## src/rtl/pixel_buf_ctrl_if.sv

```systemverilog
// Shared bus between the SPI front end, the inference engine and the pixel buffer controller.
// The master modport is the surrounding system; the slave modport is the controller.
interface pixel_buf_ctrl_if #(
    parameter int ADDR_W = 10
);
    logic              shift_SPI;
    logic [7:0]        SPI_in;
    logic              write_en;
    logic              nn_start;
    logic              nn_rd_req;
    logic [ADDR_W-1:0] nn_rd_addr;
    logic              nn_done;
    logic              nn_rd_grant;
    logic [ADDR_W-1:0] mem_addr;
    logic [7:0]        mem_wdata;
    logic              mem_wen;
    logic              mem_ren;
    logic              frame_ready;
    logic              busy;
    logic              overrun;

    modport master (
        output shift_SPI, SPI_in, write_en, nn_start, nn_rd_req, nn_rd_addr, nn_done,
        input  nn_rd_grant, mem_addr, mem_wdata, mem_wen, mem_ren, frame_ready, busy, overrun
    );

    modport slave (
        input  shift_SPI, SPI_in, write_en, nn_start, nn_rd_req, nn_rd_addr, nn_done,
        output nn_rd_grant, mem_addr, mem_wdata, mem_wen, mem_ren, frame_ready, busy, overrun
    );
endinterface

```

## src/rtl/pixel_buf_ctrl.sv

```systemverilog
// Pixel buffer SRAM controller: loads SPI frames, then lends the port to the inference engine.
// Optional macro PIX_BINARIZE_EN thresholds every written pixel to 8'h00 / 8'hFF.
module pixel_buf_ctrl #(
    parameter int NUM_PIX = 784,
    parameter int ADDR_W  = 10,
    parameter int THRESH  = 128
) (
    input  logic             clk,
    input  logic             n_rst,
    pixel_buf_ctrl_if.slave  bus
);
    typedef enum logic [1:0] {
        IDLE    = 2'd0,
        LOAD    = 2'd1,
        READY   = 2'd2,
        COMPUTE = 2'd3
    } state_t;

    localparam logic [ADDR_W-1:0] LAST_PIX = ADDR_W'(NUM_PIX - 1);

    state_t            r_state;
    state_t            w_state_nxt;
    logic              r_we_q;
    logic [ADDR_W-1:0] r_wr_ptr;
    logic [ADDR_W-1:0] r_mem_addr;
    logic [7:0]        r_mem_wdata;
    logic              r_mem_wen;
    logic              r_mem_ren;
    logic              r_overrun;

    logic              w_rise;
    logic              w_wr_fire;
    logic              w_rd_fire;
    logic              w_ptr_clr;
    logic              w_ovr_set;

    function automatic logic [7:0] pix_data(input logic [7:0] b);
`ifdef PIX_BINARIZE_EN
        return (int'(b) >= THRESH) ? 8'hFF : 8'h00;
`else
        return b;
`endif
    endfunction

    assign w_rise = bus.write_en & ~r_we_q;

    always_ff @(posedge clk or negedge n_rst) begin
        if (!n_rst) begin
            r_state <= IDLE;
        end else begin
            r_state <= w_state_nxt;
        end
    end

    // Write and read fire only from their owning state, so the port can never see both at once
    always_comb begin
        w_state_nxt = r_state;
        w_wr_fire   = 1'b0;
        w_rd_fire   = 1'b0;
        w_ptr_clr   = 1'b0;
        w_ovr_set   = 1'b0;
        case (r_state)
            IDLE: begin
                if (w_rise) begin
                    w_state_nxt = LOAD;
                    w_ptr_clr   = 1'b1;
                end
            end
            LOAD: begin
                if (!bus.write_en) begin
                    w_state_nxt = IDLE;
                end else if (bus.shift_SPI) begin
                    w_wr_fire = 1'b1;
                    if (r_wr_ptr == LAST_PIX) begin
                        w_state_nxt = READY;
                    end
                end
            end
            READY: begin
                if (bus.nn_start) begin
                    w_state_nxt = COMPUTE;
                end else if (w_rise) begin
                    w_state_nxt = LOAD;
                    w_ptr_clr   = 1'b1;
                end
            end
            COMPUTE: begin
                w_rd_fire = bus.nn_rd_req;
                w_ovr_set = bus.shift_SPI;
                if (bus.nn_done) begin
                    w_state_nxt = IDLE;
                end
            end
            default: begin
                w_state_nxt = IDLE;
            end
        endcase
    end

    always_ff @(posedge clk or negedge n_rst) begin
        if (!n_rst) begin
            r_we_q      <= 1'b0;
            r_wr_ptr    <= '0;
            r_mem_addr  <= '0;
            r_mem_wdata <= '0;
            r_mem_wen   <= 1'b0;
            r_mem_ren   <= 1'b0;
            r_overrun   <= 1'b0;
        end else begin
            r_we_q    <= bus.write_en;
            r_mem_wen <= w_wr_fire;
            r_mem_ren <= w_rd_fire;
            if (w_wr_fire) begin
                r_mem_addr  <= r_wr_ptr;
                r_mem_wdata <= pix_data(bus.SPI_in);
            end else if (w_rd_fire) begin
                r_mem_addr  <= bus.nn_rd_addr;
            end
            // Pointer parks on the last pixel; the next frame always restarts it from zero
            if (w_ptr_clr) begin
                r_wr_ptr <= '0;
            end else if (w_wr_fire && (r_wr_ptr != LAST_PIX)) begin
                r_wr_ptr <= r_wr_ptr + 1'b1;
            end
            if (w_ovr_set) begin
                r_overrun <= 1'b1;
            end
        end
    end

    assign bus.nn_rd_grant = w_rd_fire;
    assign bus.mem_addr    = r_mem_addr;
    assign bus.mem_wdata   = r_mem_wdata;
    assign bus.mem_wen     = r_mem_wen;
    assign bus.mem_ren     = r_mem_ren;
    assign bus.frame_ready = (r_state == READY) || (r_state == COMPUTE);
    assign bus.busy        = (r_state == LOAD) || (r_state == COMPUTE);
    assign bus.overrun     = r_overrun;
endmodule

```

## src/flat_wrapper.sv

```systemverilog
// flat-port wrapper written by rule: the top's interface ports become plain ports
module pixel_buf_ctrl_flat 
#(
    parameter int NUM_PIX = 784,
    parameter int ADDR_W  = 10,
    parameter int THRESH  = 128
)
  (clk, n_rst, bus_shift_SPI, bus_SPI_in, bus_write_en, bus_nn_start, bus_nn_rd_req, bus_nn_rd_addr, bus_nn_done, bus_nn_rd_grant, bus_mem_addr, bus_mem_wdata, bus_mem_wen, bus_mem_ren, bus_frame_ready, bus_busy, bus_overrun);
  pixel_buf_ctrl_if #(.ADDR_W(ADDR_W)) bus_i ();
  input  logic clk;
  input  logic n_rst;
  input wire logic [$bits(bus_i.shift_SPI)-1:0] bus_shift_SPI;
  input wire logic [$bits(bus_i.SPI_in)-1:0] bus_SPI_in;
  input wire logic [$bits(bus_i.write_en)-1:0] bus_write_en;
  input wire logic [$bits(bus_i.nn_start)-1:0] bus_nn_start;
  input wire logic [$bits(bus_i.nn_rd_req)-1:0] bus_nn_rd_req;
  input wire logic [$bits(bus_i.nn_rd_addr)-1:0] bus_nn_rd_addr;
  input wire logic [$bits(bus_i.nn_done)-1:0] bus_nn_done;
  output wire logic [$bits(bus_i.nn_rd_grant)-1:0] bus_nn_rd_grant;
  output wire logic [$bits(bus_i.mem_addr)-1:0] bus_mem_addr;
  output wire logic [$bits(bus_i.mem_wdata)-1:0] bus_mem_wdata;
  output wire logic [$bits(bus_i.mem_wen)-1:0] bus_mem_wen;
  output wire logic [$bits(bus_i.mem_ren)-1:0] bus_mem_ren;
  output wire logic [$bits(bus_i.frame_ready)-1:0] bus_frame_ready;
  output wire logic [$bits(bus_i.busy)-1:0] bus_busy;
  output wire logic [$bits(bus_i.overrun)-1:0] bus_overrun;
  assign bus_i.shift_SPI = bus_shift_SPI;
  assign bus_i.SPI_in = bus_SPI_in;
  assign bus_i.write_en = bus_write_en;
  assign bus_i.nn_start = bus_nn_start;
  assign bus_i.nn_rd_req = bus_nn_rd_req;
  assign bus_i.nn_rd_addr = bus_nn_rd_addr;
  assign bus_i.nn_done = bus_nn_done;
  assign bus_nn_rd_grant = bus_i.nn_rd_grant;
  assign bus_mem_addr = bus_i.mem_addr;
  assign bus_mem_wdata = bus_i.mem_wdata;
  assign bus_mem_wen = bus_i.mem_wen;
  assign bus_mem_ren = bus_i.mem_ren;
  assign bus_frame_ready = bus_i.frame_ready;
  assign bus_busy = bus_i.busy;
  assign bus_overrun = bus_i.overrun;
  pixel_buf_ctrl #(.NUM_PIX(NUM_PIX), .ADDR_W(ADDR_W), .THRESH(THRESH)) u_core (.clk(clk), .n_rst(n_rst), .bus(bus_i));
endmodule
```

## config.mk

```make
export PLATFORM = sky130hd
export DESIGN_NAME = pixel_buf_ctrl_flat
export DESIGN_NICKNAME = d
export VERILOG_FILES = /design/src/rtl/pixel_buf_ctrl_if.sv /design/src/rtl/pixel_buf_ctrl.sv /design/src/flat_wrapper.sv
export SDC_FILE = /design/constraint.sdc
export NUM_CORES = 1
export LEC_CHECK = 0
export CAP_MARGIN = 20
export CELL_PAD_IN_SITES_DETAIL_PLACEMENT = 1
export CELL_PAD_IN_SITES_GLOBAL_PLACEMENT = 2
export CORE_MARGIN = 2
export CORE_UTILIZATION = 30
export DETAILED_ROUTE_END_ITERATION = 8
export DONT_BUFFER_PORTS = 1
export GPL_TIMING_DRIVEN = 0
export PLACE_DENSITY_LB_ADDON = 0.1
export SETUP_SLACK_MARGIN = 0.2
export SLEW_MARGIN = 20
export SYNTH_ARGS = -nofsm -noshare
export SYNTH_HDL_FRONTEND = slang
export SYNTH_SLANG_ARGS = --single-unit
export TNS_END_PERCENT = 10
```

## constraint.sdc

```tcl
create_clock -name clk -period 2.3 [get_ports clk]
set_input_delay 0.46 -clock clk [delete_from_list [all_inputs] [get_ports clk]]
set_output_delay 0.46 -clock clk [all_outputs]
set_load 0.05 [all_outputs]
```

==> reports/results.tsv, run 1 <==
stage	metric	value	unit
floorplan	Ports	49	
drt	DR iter-0 viols	33	
place	placed cells	202	
pwr	Static Leak	0.764	nW
final_layout	nets@finish	170	
floorplan	initial core utilization	0.313	
sta	max frequency	519	MHz
critical_path	Worst EP required	1.84	ns
worst_hold_path	Min-Delay Path Class	primary input to flip-flop	
global_routing	initial antenna violation count	0	
synthesis	Syn Area/Cell	11.0	um^2
sta	fin crit share	0.838	
drt	vias per cell	5.01	
clock_network	Clk pin slew, worst setup/hold paths	0.07	ns
critical_path	R2R setup slack	0.55	ns
critical_path	crit path DAT	1.47	ns
critical_path	Reg2Reg Depth	5	
synthesis	Seq/Total Area, Yosys	0.571	
pwr	Clk pwr share	0.336	
global_routing	largest net degree at the start of global routing	35	
synthesis	Seq cells post-synth	34	
synthesis	Post-Syn Nets	161	
global_routing	Top Usage Layer GRT	met2	
floorplan	Die Y	74.5	um
critical_path	Crit path max-delay family	flip-flops	
sta	Slew headroom	0.491	
floorplan	row count	25	
drt	DR pass1 iterations	4	
global_routing	first-pass GRT wire length	5.49	mm
final_layout	Post-Layout Cell Count	212	
place	dpl ws	0.283	ns
clock_network	CTS Buf Count	5	
global_routing	M3 GR Usage	0.0420	
drt	DRC viols	0	
outcome	status	finished clean	
final_layout	share of layout cells above drive strength 1	0.179	
critical_path	CP Capture Type	output port	
clock_network	CTS Root Cell	clkbuf_8	
final_layout	Fillers	542	
pwr	total power	1.51	mW
final_layout	# diodes	0	
critical_path	worst path cell trace	and3_1, clkbuf_2	
synthesis	post-synthesis cell count	135	
global_routing	met2 track demand over resource	0.225	
worst_hold_path	WHS Path Cells	0	
sta	final setup TNS	0	ns
place	GPL Wtd Cong	0.702	
sta	Final min period	1.93	ns
floorplan	die width	74.5	um
synthesis	Post-Syn Area	1490	um^2
clock_network	CTS tree	yes	
clock_network	Clk Latency, worst-skew pair	0.28	ns
critical_path	crit-path max FO	11	
sta	worst setup margin	0.373	ns
floorplan	DIE AREA	5540	um^2
critical_path	CP bufs+invs	1	
global_routing	grt total ovfl	0	
critical_path	Critical Path Start Type	flip-flop	
global_routing	gr usage total	0.134	
flow_run	Max Cap Viol	0	
final_layout	Util after Layout	0.362	
sta	Worst Max-Slew Pin Slew	0.761	ns
drt	WL/cell	16.2	um
floorplan	Core ar.	4750	um^2
place	DP Area	1580	um^2
pwr	Cell Int Power	1.02	mW
sta	Hold WS	0.202	ns
pwr	Net Sw Power	498	uW
pwr	Switching Fraction	0.329	
final_layout	multi-input combinational cell area	608	um^2
pwr	Reg power frac	0.586	
sta	fin. max-slew vios	0	
final_layout	leading cell type in the layout, fill and taps excluded	dfrtp_1	
place	hpwl dp	2.46	mm
sta	final setup fails	0	
drt	overall routed net length	3.43	mm
worst_hold_path	Hold Startpoint	bus_write_en	
place	# port buffers	0	
critical_path	critical path class	flip-flop to output port	
final_layout	area grow syn2layout	15.5	%
clock_network	clk sink count	34	
clock_network	Max H-tree Level	2	
pwr	Power Dens Cells	880	nW/um^2
global_routing	vias in the first global route	1165	
critical_path	slowest stage cell, crit path	dfrtp_1	
synthesis	warning count from the yosys run	0	
global_routing	grt met1 use	0.160	
pwr	VDD IR max	0.251	mV
critical_path	RR Startpoint	u_core.r_state[1]	
sta	final hold vios	0	
final_layout	Register Area	851	um^2
worst_hold_path	destination of the worst hold path	u_core.r_we_q	
synthesis	Cell variety after synth	32	
pwr	Gate power share	0.079	
sta	RSZ-0062 raised after global routing	no	
critical_path	worst r2r dst	u_core.r_wr_ptr[9]	
drt	post-route ant nets	0	
drt	DR vias	1063	
clock_network	CTS max path bufs	2	
final_layout	fin area	1720	um^2
final_layout	most frequent cells in the layout	34 x dfrtp_1, 27 x nand2_1, 10 x a22oi_1, 9 x mux2_2, 8 x clkbuf_8	
sta	Clock Skew	0.00427	ns
critical_path	slowest stage delay, CP	0.47	ns
clock_network	Post-CTS Setup Inserts	0	
cells by family (layout without fill, tap and decap cells):
group                    after synthesis  in the layout  share of synthesized area
AO/OA/AOI/OAI                         28             28                      0.132
XOR/XNOR                               2              2                     0.0118
adder cells (fa/ha/maj)                1              1                    0.00840
buffers and inverters                  7             17                     0.0235
flip-flops                            34             34                      0.571
multiplexers                          10             10                     0.0748
AND/OR/NAND/NOR                       53             53                      0.178
repair_timing:
action                     CTS  global route
setup endpoints to repair    1             0
hold buffers                 1             1
hold endpoints to repair    34             5
gates resized for setup      1             0
worst register-to-register path, cell delays in order, from the launching register on:
cell and delay, ns:
dfrtp_1 0.46, and4b_1 0.28, buf_4 0.16, nand3_2 0.10, or4_1 0.51, a21oi_1 0.16
cells in the mapped netlist:
cell      instances  area, um^2
dfrtp_1          34         851
nand2_1          27         101
a22oi_1          10        75.1
mux2_2            9         101
nor2_1            6        22.5
a21oi_1           5        25.0
clkbuf_1          4        15.0
nand2b_1          4        25.0
and3_1            3        18.8
nand3_1           3        15.0
o21ai_0           3        15.0
o31ai_1           3        22.5
or3_1             3        18.8
buf_4             2        15.0
xor2_1            2        17.5
a211oi_1          1        7.51
a311oi_1          1        8.76
a31o_2            1        8.76
and4_1            1        8.76
and4b_1           1        10.0
buf_2             1        5.00
ha_1              1        12.5
mux2i_1           1        10.0
nand3_2           1        10.0
nand3b_1          1        7.51
nand4_1           1        6.26
o211ai_1          1        7.51
o221ai_1          1        8.76
o311ai_0          1        8.76
o31a_1            1        8.76
or4_1             1        7.51
or4b_4            1        13.8
routing by layer:
metal  wire length, um  vias up
met5                 0        -
met4                50        0
met3               191        5
met2              1690       27
met1              1500      527
li1                  -      504
power by group through the flow:
| stage | sequential (mW) | combinational (mW) | clock [mW] |
|---|---|---|---|
| after floorplan | 0.886 | 0.0870 | 0 |
| after global placement | 0.897 | 0.0975 | 0 |
| after detailed placement | 0.901 | 0.103 | 0 |
| after CTS | 0.889 | 0.121 | 0.529 |
| after global routing | 0.898 | 0.133 | 0.558 |
| final | 0.886 | 0.119 | 0.508 |
state kept, by name, indices dropped and copies added (netlist names):
| name | flops |
|---|---|
| u_core.r_wr_ptr | 10 |
| u_core.bus.mem_wen | 1 |
| u_core.bus.mem_wdata | 8 |
| u_core.bus.mem_addr | 10 |
| u_core.bus.overrun | 1 |
| u_core.r_state | 2 |
| u_core.bus.mem_ren | 1 |
| u_core.r_we_q | 1 |
worst max-delay path by stage:
stage	startpoint	endpoint	slack [ns]	cells after the start
floorplan	bus_nn_rd_req	bus_nn_rd_grant	0.56	2
global placement	u_core.r_state[0]	u_core.r_wr_ptr[0]	0.22	4
detailed placement	u_core.r_state[1]	bus_nn_rd_grant	0.28	2
CTS	u_core.r_state[1]	bus_nn_rd_grant	0.35	2
global route	u_core.r_state[1]	bus_nn_rd_grant	0.26	2
finish	u_core.r_state[1]	bus_nn_rd_grant	0.37	2
cell type report:
type	instances	share of cell area
plain buffers	7	0.0211
multi-input cells	94	0.354
repair buffers	2	0.0175
clock buffers	8	0.0640
well taps	67	0.0488
flip-flops and latches	34	0.495
Note: power is estimated with default switching activity, not from simulation.
==> run 2, diff against run 1 <==
- clock period: 2.3 -> 1.92 ns (I/O delays scaled with it)
==> run 2 against run 1 <==
  * Clock power is 20% higher
  * Sequential cell count did not move
  * Hold slack got worse by 0.076 ns
  * Sequential power rose by 20%
  * Power increased by 20%
  * Core utilization is 1.2 points higher
  * Sequential share of layout area is 1.3 points lower
  * Design area increased by 3.3%
  * Critical endpoint is now u_core.r_wr_ptr[9]
  * Clock skew down 0.00053 ns
  * Combinational power is 26% higher
  * Count of clock-buffer cells in the layout did not move
  * Final cell count grew 1.4%
==> reports/results.tsv, run 2 (synthesis results as in run 1) <==
stage	metric	value	unit
floorplan	Die Y	74.5	um
worst_hold_path	Hold Startpoint	bus_write_en	
drt	post-route ant nets	0	
critical_path	worst path cell trace	and4b_1, buf_6, nand3_2, or4_1, a21oi_2	
clock_network	Clk Latency, worst-skew pair	0.28	ns
place	hpwl dp	2.46	mm
floorplan	initial core utilization	0.313	
critical_path	Worst EP required	2.13	ns
global_routing	gr usage total	0.135	
pwr	Static Leak	0.775	nW
clock_network	Clk pin slew, worst setup/hold paths	0.07	ns
final_layout	Post-Layout Cell Count	215	
floorplan	Ports	49	
floorplan	die width	74.5	um
sta	RSZ-0062 raised after global routing	yes	
drt	DR pass1 iterations	4	
clock_network	Max H-tree Level	2	
final_layout	fin area	1780	um^2
sta	final hold vios	0	
critical_path	CP Capture Type	flip-flop	
final_layout	area grow syn2layout	19.3	%
critical_path	Reg2Reg Depth	5	
clock_network	clk sink count	34	
final_layout	share of layout cells above drive strength 1	0.243	
worst_hold_path	Min-Delay Path Class	primary input to flip-flop	
pwr	Power Dens Cells	1030	nW/um^2
global_routing	initial antenna violation count	0	
clock_network	CTS Root Cell	clkbuf_8	
final_layout	Util after Layout	0.374	
drt	vias per cell	5.03	
sta	Worst Max-Slew Pin Slew	0.590	ns
final_layout	most frequent cells in the layout	30 x dfrtp_1, 27 x nand2_1, 10 x a22oi_1, 9 x mux2_2, 8 x clkbuf_8	
drt	overall routed net length	3.54	mm
floorplan	row count	25	
critical_path	worst r2r dst	u_core.r_wr_ptr[9]	
clock_network	CTS tree	yes	
global_routing	largest net degree at the start of global routing	35	
sta	Hold WS	0.126	ns
critical_path	RR Startpoint	u_core.r_state[1]	
critical_path	critical path class	flip-flop to flip-flop	
critical_path	Crit path max-delay family	simple AND/OR/NAND/NOR gates	
global_routing	grt total ovfl	0	
critical_path	crit path DAT	1.96	ns
sta	final setup fails	0	
critical_path	R2R setup slack	0.17	ns
final_layout	nets@finish	173	
worst_hold_path	WHS Path Cells	0	
drt	DR iter-0 viols	31	
sta	Clock Skew	0.00375	ns
clock_network	CTS max path bufs	2	
pwr	VDD IR max	0.287	mV
final_layout	# diodes	0	
outcome	status	finished clean	
floorplan	Core ar.	4750	um^2
place	# port buffers	0	
critical_path	crit-path max FO	9	
sta	fin. max-slew vios	0	
sta	final setup TNS	0	ns
drt	WL/cell	16.5	um
global_routing	vias in the first global route	1174	
sta	Slew headroom	0.609	
worst_hold_path	destination of the worst hold path	u_core.r_we_q	
clock_network	CTS Buf Count	5	
critical_path	slowest stage cell, crit path	or4_1	
drt	DR vias	1082	
flow_run	Max Cap Viol	0	
final_layout	leading cell type in the layout, fill and taps excluded	dfrtp_1	
critical_path	CP bufs+invs	1	
floorplan	DIE AREA	5540	um^2
final_layout	Fillers	536	
critical_path	Critical Path Start Type	flip-flop	
place	DP Area	1580	um^2
sta	Final min period	1.75	ns
place	placed cells	202	
sta	max frequency	571	MHz
critical_path	slowest stage delay, CP	0.54	ns
drt	DRC viols	0	
place	GPL Wtd Cong	0.702	
global_routing	first-pass GRT wire length	5.51	mm
sta	fin crit share	0.912	
==> run 2: repair_timing <==
action / 4_1_cts / 5_1_grt
buffers inserted: 0 / 3
setup endpoints to repair: 15 / 23
endpoints found under the hold margin: 34 / 0
resized for setup: 3 / 11
hold buffers: 2 / 0
==> run 2: layout make-up <==
type	instances	area [um^2]	area share
clock buffer	8	110	0.0620
tap	67	83.8	0.0472
timing repair buffer	5	52.6	0.0296
multi-input combinational	94	624	0.351
buffer	7	50.0	0.0282
sequential	34	856	0.482
==> run 2: per-stage QoR <==
step	total power [mW]	setup WS [ns]
2_1_floorplan	1.17	0.268
6_report	1.82	0.168
4_1_cts	1.85	0.141
3_5_place_dp	1.20	-0.0212
5_1_grt	1.91	0.118
3_3_place_gp	1.19	-0.159
==> run 2: worst reg2reg max path: stages, from the launching register on <==
cell and delay (ns):
dfrtp_2 0.46, and4b_1 0.28, buf_6 0.14, nand3_2 0.10, or4_1 0.54, a21oi_2 0.16
==> run 2: report_power, final <==
part	internal, mW	switching [mW]	leakage (nW)
logic	0.0739	0.0759	0.272
clock network	0.362	0.247	0.0575
registers	0.786	0.277	0.446
total	1.22	0.600	0.775
==> run 2: layer usage <==
metal | share of wire | vias to the layer above | GRT usage
met5 | 0 | - | 0
met4 | 0.014 | 0 | 0.0536
met3 | 0.050 | 5 | 0.0420
met2 | 0.50 | 27 | 0.227
met1 | 0.43 | 541 | 0.160
li1 | - | 509 | -
==> run 2: worst max-delay path by stage <==
stage                       from                  to  slack, ns  depth (start not counted)
2_1_floorplan  u_core.r_state[0]     bus_nn_rd_grant       0.27                          3
3_3_place_gp   u_core.r_state[0]  u_core.r_wr_ptr[0]      -0.16                          4
3_5_place_dp   u_core.r_state[1]     bus_nn_rd_grant      -0.02                          2
4_1_cts        u_core.r_state[1]     bus_nn_rd_grant       0.14                          2
5_1_grt        u_core.r_state[1]  u_core.r_wr_ptr[9]       0.12                          5
6_report       u_core.r_state[1]  u_core.r_wr_ptr[9]       0.17                          5
==> run 3, diff against run 2 <==
- CORE_MARGIN: 2 -> 3
==> run 3 against run 2 <==
  * Sequential power is essentially flat
  * Sequential share of layout area decreased by 0.20 points
  * Combinational power down 3%
  * Non-clock buffer count increased by 5
  * Critical path depth fell by 2
  * Core utilization up 0.21 points
  * Largest cell class unchanged
==> reports/results.tsv, run 3 (synthesis results as in run 1) <==
stage	metric	value	unit
drt	DR iter-0 viols	26	
final_layout	area grow syn2layout	20.0	%
place	hpwl dp	2.52	mm
global_routing	vias in the first global route	1115	
drt	DRC viols	0	
critical_path	Worst setup endpoint	u_core.r_wr_ptr[0]	
drt	DR pass1 iterations	4	
pwr	Power Dens Cells	981	nW/um^2
final_layout	Fillers	549	
global_routing	largest net degree at the start of global routing	35	
critical_path	critical path startpoint	u_core.r_wr_ptr[4]	
clock_network	clk sink count	34	
sta	RSZ-0062 raised after global routing	yes	
critical_path	R2R setup slack	0.18	ns
drt	vias per cell	5.00	
critical_path	crit path DAT	1.90	ns
final_layout	nets@finish	178	
worst_hold_path	Min-Delay Path Class	primary input to flip-flop	
pwr	Clk pwr share	0.311	
final_layout	leading cell type in the layout, fill and taps excluded	dfrtp_1	
global_routing	grt total ovfl	0	
final_layout	share of layout cells above drive strength 1	0.268	
sta	fin. max-slew vios	0	
critical_path	Reg2Reg Depth	3	
critical_path	crit-path max FO	5	
clock_network	CTS max path bufs	2	
global_routing	first-pass GRT wire length	5.93	mm
final_layout	# diodes	0	
pwr	Cell Int Power	1.15	mW
clock_network	CTS tree	yes	
pwr	Reg power frac	0.606	
floorplan	row count	25	
critical_path	critical path class	flip-flop to flip-flop	
pwr	Net Sw Power	606	uW
critical_path	RR Startpoint	u_core.r_wr_ptr[4]	
sta	Slew headroom	0.506	
pwr	Switching Fraction	0.346	
clock_network	Clk Latency, worst-skew pair	0.29	ns
sta	Worst Max-Slew Pin Slew	0.740	ns
final_layout	Util after Layout	0.376	
drt	post-route ant nets	0	
floorplan	Die Y	76.5	um
drt	overall routed net length	3.63	mm
place	# port buffers	0	
pwr	Gate power share	0.082	
flow_run	Max Cap Viol	0	
floorplan	initial core utilization	0.313	
sta	fin crit share	0.905	
clock_network	Max H-tree Level	2	
clock_network	CTS Root Cell	clkbuf_8	
global_routing	gr usage total	0.130	
critical_path	worst r2r dst	u_core.r_wr_ptr[0]	
pwr	Static Leak	0.794	nW
pwr	total power	1.75	mW
global_routing	initial antenna violation count	0	
drt	DR vias	1101	
floorplan	Ports	49	
pwr	VDD IR max	0.269	mV
critical_path	Critical Path Start Type	flip-flop	
floorplan	Core ar.	4750	um^2
sta	max frequency	576	MHz
sta	Clock Skew	0.00718	ns
clock_network	Clk pin slew, worst setup/hold paths	0.07	ns
clock_network	CTS Buf Count	5	
final_layout	most frequent cells in the layout	29 x dfrtp_1, 27 x nand2_1, 10 x a22oi_1, 9 x buf_4, 9 x mux2_2	
sta	Hold WS	0.121	ns
place	GPL Wtd Cong	0.730	
floorplan	die width	76.5	um
critical_path	CP Capture Type	flip-flop	
sta	final hold vios	0	
outcome	status	finished clean	
floorplan	DIE AREA	5840	um^2
sta	Final min period	1.74	ns
sta	final setup fails	0	
critical_path	Worst EP required	2.09	ns
drt	WL/cell	16.5	um
## run 3: area by class of cell
class,count,area (um^2),area share
sequential,34,857,0.480
multi-input combinational,94,618,0.346
timing repair buffer,10,90.1,0.0504
clock buffer,7,86.3,0.0483
tap,67,83.8,0.0469
buffer,7,46.3,0.0259
clock inverter,1,5.00,0.00280
## run 3: worst min path at each step
stage                      start  cells past startpoint                      end  slack, ns
global placement           n_rst                      0  u_core.bus.mem_wdata[5]       0.09
detailed placement         n_rst                      0  u_core.bus.mem_wdata[5]       0.09
finish              bus_write_en                      0            u_core.r_we_q       0.12
CTS                 bus_write_en                      0            u_core.r_we_q       0.11
floorplan                  n_rst                      0   u_core.bus.mem_addr[0]       0.09
global route        bus_write_en                      0            u_core.r_we_q        0.1
## run 3: stage by stage
step / instance area, um^2 / setup TNS [ns] / worst slack [ns] / instances
detailed placement: 1580 / 0 / 0.00129 / 202
global placement: 1570 / -0.264 / -0.162 / 202
floorplan: 1490 / 0 / 0.268 / 135
global route: 1790 / 0 / 0.139 / 220
CTS: 1710 / 0 / 0.152 / 212
finish: 1790 / 0 / 0.183 / 220
## run 3: metal layers
layer	up-vias	global-route usage	wire [um]
met3	6	0.0402	168
li1	519	-	-
met4	0	0.0380	46
met2	30	0.211	1810
met5	-	0	0
met1	546	0.167	1600
## run 3: repair_timing
item | CTS | global route
endpoints found under the hold margin | 34 | 0
pin swaps | 0 | 2
hold buffers | 2 | 0
setup buffers | 0 | 8
setup endpoints to repair | 15 | 21
resized for setup | 3 | 10
## run 3: critical path, cell delays in order, from the launching register on
cell and delay (ns):
dfrtp_2 0.43, or4b_4 0.56, o31a_1 0.36, mux2_2 0.27
## run 3: power by group through the flow
stage | Clock, mW | Combinational [mW] | Sequential, mW
after floorplan | 0 | 0.104 | 1.06
after global placement | 0 | 0.117 | 1.08
after detailed placement | 0 | 0.124 | 1.08
after CTS | 0.563 | 0.147 | 1.06
after global routing | 0.611 | 0.161 | 1.07
final | 0.545 | 0.145 | 1.06
